[src/rtl/random_delay_if.sv]
// Handshake bundle between the start-light sequencer and the random hold-time
// generator: timing strobes and start level in, expiry/status and captured delay out.
interface random_delay_if #(
    parameter int LFSR_W = 7
);
    logic              tick_ms;
    logic              en_lfsr;
    logic              start_delay;
    logic              time_out;
    logic              busy;
    logic [LFSR_W-1:0] delay_val;

    modport master (
        output tick_ms,
        output en_lfsr,
        output start_delay,
        input  time_out,
        input  busy,
        input  delay_val
    );

    modport slave (
        input  tick_ms,
        input  en_lfsr,
        input  start_delay,
        output time_out,
        output busy,
        output delay_val
    );
endinterface

[src/rtl/random_delay.sv]
// Random hold-time generator. A free-running LFSR is sampled on the rising edge
// of start_delay; the sample times SCALE millisecond ticks later time_out rises
// and stays high until the sequencer drops start_delay.
module random_delay #(
    parameter int                LFSR_W  = 7,
    parameter logic [LFSR_W-1:0] SEED    = 7'h01,
    parameter int                SCALE   = 16,
    parameter int                SCALE_W = 5
) (
    input  logic                 clk,
    input  logic                 rst_n,
    random_delay_if.slave        bus
);

    typedef enum logic [1:0] {
        ST_IDLE  = 2'd0,
        ST_COUNT = 2'd1,
        ST_DONE  = 2'd2
    } state_t;

    // Fibonacci step for x^7+x^6+1: shift left, feed back the two top taps.
    function automatic logic [LFSR_W-1:0] lfsr_next(input logic [LFSR_W-1:0] v);
        return {v[LFSR_W-2:0], v[LFSR_W-1] ^ v[LFSR_W-2]};
    endfunction

    localparam logic [SCALE_W-1:0] SUB_LAST = SCALE_W'(SCALE - 1);
    localparam logic [LFSR_W-1:0]  UNIT_ONE = LFSR_W'(1);

    state_t              state_r;
    state_t              state_s;
    logic [LFSR_W-1:0]   lfsr_r;
    logic                start_d_r;
    logic                start_rise_s;
    logic [LFSR_W-1:0]   units_r;
    logic [LFSR_W-1:0]   units_s;
    logic [SCALE_W-1:0]  sub_r;
    logic [SCALE_W-1:0]  sub_s;
    logic                time_out_r;
    logic                time_out_s;
    logic                busy_r;
    logic                busy_s;
    logic [LFSR_W-1:0]   delay_val_r;
    logic [LFSR_W-1:0]   delay_val_s;

    assign start_rise_s  = bus.start_delay & ~start_d_r;
    assign bus.time_out  = time_out_r;
    assign bus.busy      = busy_r;
    assign bus.delay_val = delay_val_r;

    // LFSR advances whenever enabled, independent of the controller state.
    always_ff @(posedge clk or negedge rst_n) begin
        if (!rst_n) begin
            lfsr_r <= SEED;
        end else if (bus.en_lfsr) begin
            lfsr_r <= lfsr_next(lfsr_r);
        end else begin
            lfsr_r <= lfsr_r;
        end
    end

    // Delayed copy of start_delay for rising-edge detection.
    always_ff @(posedge clk or negedge rst_n) begin
        if (!rst_n) begin
            start_d_r <= 1'b0;
        end else begin
            start_d_r <= bus.start_delay;
        end
    end

    // Next-state and next-output logic for the IDLE/COUNT/DONE controller.
    always_comb begin
        state_s     = state_r;
        units_s     = units_r;
        sub_s       = sub_r;
        time_out_s  = time_out_r;
        busy_s      = busy_r;
        delay_val_s = delay_val_r;

        case (state_r)
            ST_IDLE: begin
                time_out_s = 1'b0;
                busy_s     = 1'b0;
                if (start_rise_s) begin
                    // Capture the pre-advance value even if en_lfsr is high now.
                    units_s     = lfsr_r;
                    delay_val_s = lfsr_r;
                    sub_s       = {SCALE_W{1'b0}};
                    busy_s      = 1'b1;
                    state_s     = ST_COUNT;
                end else begin
                    state_s = ST_IDLE;
                end
            end

            ST_COUNT: begin
                if (!bus.start_delay) begin
                    // Abort takes priority over a coincident tick.
                    busy_s     = 1'b0;
                    time_out_s = 1'b0;
                    state_s    = ST_IDLE;
                end else if (bus.tick_ms) begin
                    if (sub_r == SUB_LAST) begin
                        sub_s   = {SCALE_W{1'b0}};
                        units_s = units_r - UNIT_ONE;
                        if (units_r == UNIT_ONE) begin
                            time_out_s = 1'b1;
                            busy_s     = 1'b0;
                            state_s    = ST_DONE;
                        end else begin
                            state_s = ST_COUNT;
                        end
                    end else begin
                        sub_s   = sub_r + {{(SCALE_W-1){1'b0}}, 1'b1};
                        state_s = ST_COUNT;
                    end
                end else begin
                    state_s = ST_COUNT;
                end
            end

            ST_DONE: begin
                if (!bus.start_delay) begin
                    time_out_s = 1'b0;
                    state_s    = ST_IDLE;
                end else begin
                    time_out_s = 1'b1;
                    state_s    = ST_DONE;
                end
            end

            default: begin
                state_s    = ST_IDLE;
                time_out_s = 1'b0;
                busy_s     = 1'b0;
            end
        endcase
    end

    // Controller state, counters and registered outputs.
    always_ff @(posedge clk or negedge rst_n) begin
        if (!rst_n) begin
            state_r     <= ST_IDLE;
            units_r     <= {LFSR_W{1'b0}};
            sub_r       <= {SCALE_W{1'b0}};
            time_out_r  <= 1'b0;
            busy_r      <= 1'b0;
            delay_val_r <= {LFSR_W{1'b0}};
        end else begin
            state_r     <= state_s;
            units_r     <= units_s;
            sub_r       <= sub_s;
            time_out_r  <= time_out_s;
            busy_r      <= busy_s;
            delay_val_r <= delay_val_s;
        end
    end

endmodule

[src/flat_wrapper.sv]
// flat-port wrapper written by rule: the top's interface ports become plain ports
module random_delay_flat 
#(
    parameter int                LFSR_W  = 7,
    parameter logic [LFSR_W-1:0] SEED    = 7'h01,
    parameter int                SCALE   = 16,
    parameter int                SCALE_W = 5
)
  (clk, rst_n, bus_tick_ms, bus_en_lfsr, bus_start_delay, bus_time_out, bus_busy, bus_delay_val);
  random_delay_if #(.LFSR_W(LFSR_W)) bus_i ();
  input  logic clk;
  input  logic rst_n;
  input wire logic [$bits(bus_i.tick_ms)-1:0] bus_tick_ms;
  input wire logic [$bits(bus_i.en_lfsr)-1:0] bus_en_lfsr;
  input wire logic [$bits(bus_i.start_delay)-1:0] bus_start_delay;
  output wire logic [$bits(bus_i.time_out)-1:0] bus_time_out;
  output wire logic [$bits(bus_i.busy)-1:0] bus_busy;
  output wire logic [$bits(bus_i.delay_val)-1:0] bus_delay_val;
  assign bus_i.tick_ms = bus_tick_ms;
  assign bus_i.en_lfsr = bus_en_lfsr;
  assign bus_i.start_delay = bus_start_delay;
  assign bus_time_out = bus_i.time_out;
  assign bus_busy = bus_i.busy;
  assign bus_delay_val = bus_i.delay_val;
  random_delay #(.LFSR_W(LFSR_W), .SEED(SEED), .SCALE(SCALE), .SCALE_W(SCALE_W)) u_core (.clk(clk), .rst_n(rst_n), .bus(bus_i));
endmodule
[config.mk]
export PLATFORM = sky130hd
export DESIGN_NAME = random_delay_flat
export DESIGN_NICKNAME = d
export VERILOG_FILES = /design/src/rtl/random_delay_if.sv /design/src/rtl/random_delay.sv /design/src/flat_wrapper.sv
export SDC_FILE = /design/constraint.sdc
export NUM_CORES = 1
export LEC_CHECK = 0
export ABC_AREA = 1
export BUFFER_PORTS_ARGS = -buffer_cell sky130_fd_sc_hd__buf_2
export CORE_UTILIZATION = 45
export CTS_CLUSTER_SIZE = 14
export DETAILED_ROUTE_END_ITERATION = 10
export PLACE_DENSITY = 0.66
export SLEW_MARGIN = 20
export SYNTH_ARGS = -nofsm -noshare
export SYNTH_HDL_FRONTEND = slang
export SYNTH_SLANG_ARGS = --single-unit
[constraint.sdc]
create_clock -name clk -period 1.4 [get_ports clk]
set_input_delay 0.14 -clock clk [delete_from_list [all_inputs] [get_ports clk]]
set_output_delay 0.14 -clock clk [all_outputs]
set_load 0.01 [all_outputs]
==> metrics.md, run 1 <==
| Metric | Value |
|---|---|
| Tmin final | 1450 ps |
| Critical-path cell list | buf_6, ha_4, inv_4, a21oi_4, inv_2, nand2_4, nor2_4, buf_6, nand2_1, o21ai_1 |
| Adder-Cell Fraction of Synth Area | 5.613% |
| All-Layer GR Usage | 19.50% |
| Crit Path Max Fanout | 5 |
| First-pass GRT wire length | 5216 µm |
| Core footprint | 3337 µm² |
| # port buffers | 13 |
| Flops & latches, synth | 31 |
| Setup crit end kind | register |
| Vias per std cell | 4.676 |
| Deepest clock path buffer count | 2 |
| CP arrival | 1710 ps |
| Initial antenna violation count | 0 |
| Share of cells above drive strength 1 | 31.95% |
| CP bufs+invs | 4 |
| Mean Syn Cell Area | 7.801 µm² |
| Final instance area | 2102 µm² |
| Synth Area in XOR/XNOR | 0.5613% |
| Drt wl/cell | 12.00 µm |
| Die W | 60.89 µm |
| Die Ht | 60.89 µm |
| Post-synthesis compound-gate area fraction | 9.864% |
| Largest delay share family, worst path | flip-flops |
| Worst R2R Start | u_core.state_r[0] |
| Reg-to-reg slack, setup | -50 ps |
| RSZ-0062 raised after global routing | true |
| Worst Tran Pin Value | 384.5 ps |
| Final Setup Violations | 8 |
| Ant diodes | 0 |
| Leak | 1.057 nW |
| Nets | 252 |
| Initial DRC count | 45 |
| Area Overhead vs Synth | 34.72% |
| Last weighted congestion value of the routability-driven placer | 0.8123 |
| Mapped cell area | 1560 µm² |
| Most frequent cells in the layout | nand2_1, dfrtp_1, inv_1, o21ai_0, buf_4 |
| Combinational family with the most area after synthesis | simple AND/OR/NAND/NOR gates |
| GRT overflow | 0 |
| Reg2reg end | u_core.units_r[1] |
| Syn nets | 212 |
| Critical Path RT | 1660 ps |
| Vias in the first global route | 1189 |
| CP Class | register to register |
| P per Cell Area | 1549 nW/µm² |
| Drt first pass iters | 3 |
| Routed wire length | 3445 µm |
| WHS Endpoint | u_core.start_d_r |
| Area occupied by multi-input gates | 795.8 µm² |
| Max-slew violations | 0 |
| Hold Fails Final Rpt | 0 |
| Min-delay src | bus_start_delay |
| Seq/Total Area, Yosys | 49.80% |
| Worst min path class | input pin to register |
| CTS tree | built |
| Number of remaining DRC errors | 0 |
| Synth warn | 0 |
| Register area | 777.0 µm² |
| Post-detail-place hpwl | 2312 µm |
| Antenna Violating Nets Remaining | 0 |
| I/O pin total | 14 |
| Clock-pin transition on the worst setup and hold timing paths | 100 ps |
| Yosys cell types | 19 |
| # H-tree levels | 2 |
| CTS Root Cell | clkbuf_4 |
| Initial Utilization | 46.76% |
| Run status | finished with violations |
| Post-synthesis mux area share | 0% |
| Reg2reg path depth | 10 |
| Failing checks | negative setup slack |
| CP max-delay cell | dfrtp_1 |
| Sinks on Clock Net | 31 |
| Number of max-cap violations | 0 |
| Cell count after synthesis | 200 |
| Commonest non-fill, non-tap cell in the layout | nand2_1 |
| Clock Latency Late Sink | 330 ps |
| Pwr Total | 3.256 mW |
| Critical Path Start Type | register |
| Crit share post-route | 103.5% |
| Maximum vdd drop | 0.0008085 V |
| Largest stage delay on the critical path | 430 ps |
| Synth Area in Simple Gates | 25.74% |
| Worst Hold Path Cells | 1 |
| Post-route setup slack | -49.59 ps |
| Relative slew slack | 74.36% |
| Vias | 1342 |
| Site Rows | 21 |
| Fmax | 689.8 MHz |
| Cell mode on critical path | buf_6 |
| Largest net degree at the start of global routing | 32 |
| Cts bufs inserted | 5 |
| Critical path depth | 10 |
| Fill count | 309 |
| Clock skew | 4.245 ps |
| Total die area | 3707 µm² |
| Post-DP Area | 1813 µm² |
[Yosys cell counts (all sizes together)]
cell type	count	area share, %
o21ai	22	7.1
buf	1	0.48
xnor2	1	0.56
dfstp	1	1.7
nand2	59	14
nand3	19	6.4
inv	30	7.2
nor2	16	4.0
dfrtp	30	48
nand4	2	0.80
clkbuf	3	0.72
ha	7	5.6
nor3	1	0.32
a21oi	8	2.8
[registers in the layout (all words and copies together) (netlist names)]
signal and cells:
u_core.bus.delay_val 7, u_core.lfsr_r 7, u_core.units_r 7, u_core.sub_r 5, u_core.state_r 2, u_core.bus.busy 1
u_core.bus.time_out 1, u_core.start_d_r 1
[worst max path at each step]
stage | start | end
2_1_floorplan | u_core.state_r[0] | u_core.units_r[5]
4_1_cts | u_core.state_r[0] | u_core.units_r[5]
6_report | u_core.state_r[0] | u_core.units_r[1]
5_1_grt | u_core.state_r[0] | u_core.units_r[3]
3_5_place_dp | u_core.state_r[0] | u_core.units_r[2]
3_3_place_gp | u_core.state_r[0] | u_core.units_r[1]
[layout make-up]
type                    count  area share, %
multi-input cells         135          37.86
clock buffers               6          2.440
repair buffers             37          12.86
clock inverters             2          1.667
inverters                  30          5.476
flip-flops and latches     31          36.96
well taps                  46          2.738
[metal layers]
| layer | vias up | share of wire [%] | GRT usage (%) |
|---|---|---|---|
| li1 | 707 | - | - |
| met1 | 620 | 49 | 24.80 |
| met2 | 10 | 47 | 32.18 |
| met3 | 5 | 2.2 | 5.757 |
| met4 | 0 | 1.1 | 5.844 |
| met5 | - | 0 | 0 |
[power by group]
part / internal [mW] / switching [mW]
clock network: 0.422 / 0.322
logic: 0.480 / 0.690
registers: 1.14 / 0.205
total: 2.04 / 1.22
[stage by stage]
| stage | utilization [%] | hold slack [ps] | std cells | TNS (ps) | setup slack (ps) |
|---|---|---|---|---|---|
| 6_report | 62.99 | 22.36 | 287 | -240.9 | -49.59 |
| 5_1_grt | 62.99 | -0.8095 | 287 | -1051 | -114.5 |
| 4_1_cts | 58.72 | 5.745 | 283 | -162.2 | -37.02 |
| 3_5_place_dp | 54.33 | 179.8 | 272 | -285.3 | -46.53 |
| 3_3_place_gp | 54.33 | 180.2 | 272 | -139.7 | -29.70 |
| 2_1_floorplan | - | -155.6 | 200 | 0 | 4.799 |
[kinds of logic after synthesis]
logic type	count (synthesis)
DFF	31
and+or+nand+nor	97
AOI/OAI and AO/OA	30
xor gates and xnor gates	1
buffers and inverters	34
adders and majority gates	7
[timing repair]
action                     in CTS  in global routing
hold endpoints to repair       30                  0
setup endpoints to repair      11                 14
resized for setup              10                 32
pin swaps                       2                 11
buffers inserted                2                  4
cloned                          0                  0
hold buffers                    1                  0
No activity file was read; power rests on OpenSTA's default activity.
==> inputs of run 2 (changes only) <==
--- a/config.mk
+++ b/config.mk
@@ -7,10 +7,10 @@
 export LEC_CHECK = 0
 export ABC_AREA = 1
 export BUFFER_PORTS_ARGS = -buffer_cell sky130_fd_sc_hd__buf_2
-export CORE_UTILIZATION = 45
+export CORE_UTILIZATION = 52
 export CTS_CLUSTER_SIZE = 14
 export DETAILED_ROUTE_END_ITERATION = 10
-export PLACE_DENSITY = 0.66
+export PLACE_DENSITY = 0.74
 export SLEW_MARGIN = 20
 export SYNTH_ARGS = -nofsm -noshare
 export SYNTH_HDL_FRONTEND = slang
==> metrics.md, run 2 (same netlist as run 1, synthesis figures left out) <==
| Metric | Value |
|---|---|
| P per Cell Area | 1638 nW/µm² |
| Most frequent cells in the layout | nand2_1, dfrtp_1, inv_1, o21ai_0, buf_4 |
| Ant diodes | 0 |
| First-pass GRT wire length | 5906 µm |
| Clock Latency Late Sink | 330 ps |
| Vias per std cell | 5.303 |
| RSZ-0062 raised after global routing | true |
| Initial DRC count | 58 |
| Cts bufs inserted | 5 |
| CP bufs+invs | 4 |
| Min-delay src | bus_en_lfsr |
| Worst Tran Pin Value | 689.0 ps |
| Sinks on Clock Net | 31 |
| NetSw | 1.290 mW |
| Worst Hold Path Cells | 2 |
| Internal power | 2.067 mW |
| Worst min path class | input pin to register |
| Deepest clock path buffer count | 2 |
| Initial antenna violation count | 0 |
| Final cell count without fillers | 267 |
| Post-detail-place hpwl | 2413 µm |
| Last weighted congestion value of the routability-driven placer | 0.9056 |
| All-Layer GR Usage | 24.10% |
| Die Ht | 56.78 µm |
| Largest delay share family, worst path | buffers and inverters |
| CP arrival | 1750 ps |
| Core footprint | 2805 µm² |
| Clock network fraction of total power | 22.1% |
| Routed wire length | 3660 µm |
| Crit path launch | u_core.state_r[0] |
| Run status | finished with violations |
| Seq pwr share | 40.3% |
| Vias in the first global route | 1350 |
| Clock-pin transition on the worst setup and hold timing paths | 100 ps |
| Failing checks | design-rule violations, negative setup slack |
| Drt wl/cell | 13.71 µm |
| Clock skew | 4.631 ps |
| Fmax | 668.3 MHz |
| Initial Utilization | 55.62% |
| DP Cell Count | 254 |
| TNS Setup | -531.9 ps |
| Leak | 1.037 nW |
| Final Setup Violations | 10 |
| Reg-to-reg slack, setup | -100 ps |
| Post-route setup slack | -96.29 ps |
| GRT overflow | 0 |
| I/O pin total | 14 |
| Crit Path Max Fanout | 4 |
| Nets | 247 |
| CP Class | register to register |
| Maximum vdd drop | 0.001017 V |
| Final hold slack | 102.1 ps |
| Cell mode on critical path | buf_4 |
| Reg2reg end | u_core.sub_r[2] |
| Tmin final | 1496 ps |
| Site Rows | 19 |
| Die W | 56.78 µm |
| WHS Endpoint | u_core.lfsr_r[0] |
| # H-tree levels | 2 |
| Total die area | 3223 µm² |
| Crit share post-route | 106.9% |
| # port buffers | 13 |
| Critical Path Start Type | register |
| Share of cells above drive strength 1 | 33.05% |
| Largest stage delay on the critical path | 420 ps |
| Hold Fails Final Rpt | 0 |
| Critical-path cell list | buf_6, ha_4, inv_4, buf_4, buf_4, a21oi_1, nor2_1, a21oi_2 |
| CP max-delay cell | dfrtp_1 |
| Relative slew slack | 54.07% |
| Largest net degree at the start of global routing | 32 |
| Commonest non-fill, non-tap cell in the layout | nand2_1 |
| Vias | 1416 |
| Worst R2R Start | u_core.state_r[0] |
| Critical Path RT | 1660 ps |
| Reg2reg path depth | 8 |
| CTS Root Cell | clkbuf_4 |
| Antenna Violating Nets Remaining | 0 |
| Drt first pass iters | 7 |
| CTS tree | built |
| Setup crit end kind | register |
| Comb power frac | 37.6% |
| Number of remaining DRC errors | 2 |
| Number of max-cap violations | 0 |
| Max-slew violations | 0 |
| Sw frac | 38.42% |
| Area Overhead vs Synth | 31.36% |
[run 2: worst max path at each step]
stage,to,slack [ps],cells after the start
finish,u_core.sub_r[2],-100,8
global route,u_core.units_r[5],-160,10
CTS,u_core.units_r[2],-50,10
detailed placement,u_core.units_r[5],-40,10
global placement,u_core.units_r[5],-10,10
floorplan,u_core.units_r[5],5,9
[run 2: repair_timing]
| action | 4_1_cts | 5_1_grt |
|---|---|---|
| resized for setup | 11 | 34 |
| hold buffers | 2 | 0 |
| hold endpoints to repair | 31 | 0 |
| setup endpoints to repair | 12 | 15 |
| buffers inserted | 2 | 1 |
| pin swaps | 4 | 12 |
[run 2: final cells by class]
| cell class | count | area, µm² |
|---|---|---|
| Multi-Input combinational cell | 135 | 808.3 |
| Sequential cell | 31 | 777.0 |
| Fill cell | 203 | 755.7 |
| Timing Repair Buffer | 32 | 224.0 |
| Inverter | 30 | 115.1 |
| Clock buffer | 6 | 51.30 |
| Tap cell | 31 | 38.79 |
| Clock inverter | 2 | 35.03 |
[run 2: metrics by stage]
stage | setup slack, ps | cell area, µm² | utilization, % | total power [mW]
3_3_place_gp | -12.81 | 1772 | 63.16 | 2.330
3_5_place_dp | -40.40 | 1772 | 63.16 | 2.391
2_1_floorplan | 4.799 | 1582 | - | 2.028
5_1_grt | -155.6 | 2049 | 73.06 | 3.591
6_report | -96.29 | 2049 | 73.06 | 3.357
4_1_cts | -49.31 | 1939 | 69.13 | 3.181
[run 2: power by group through the flow]
stage / combinational [mW] / clock, mW / sequential (mW)
2_1_floorplan: 0.697 / 0 / 1.33
3_3_place_gp: 0.988 / 0 / 1.34
3_5_place_dp: 1.04 / 0 / 1.36
4_1_cts: 1.09 / 0.754 / 1.34
5_1_grt: 1.42 / 0.786 / 1.38
6_report: 1.26 / 0.741 / 1.35
[run 2: metal layers]
layer  share of wire [%]  GRT usage [%]
met5                   0              0
met4                 2.3          9.756
met3                 3.4          6.682
met2                  50          38.44
met1                  44          30.99
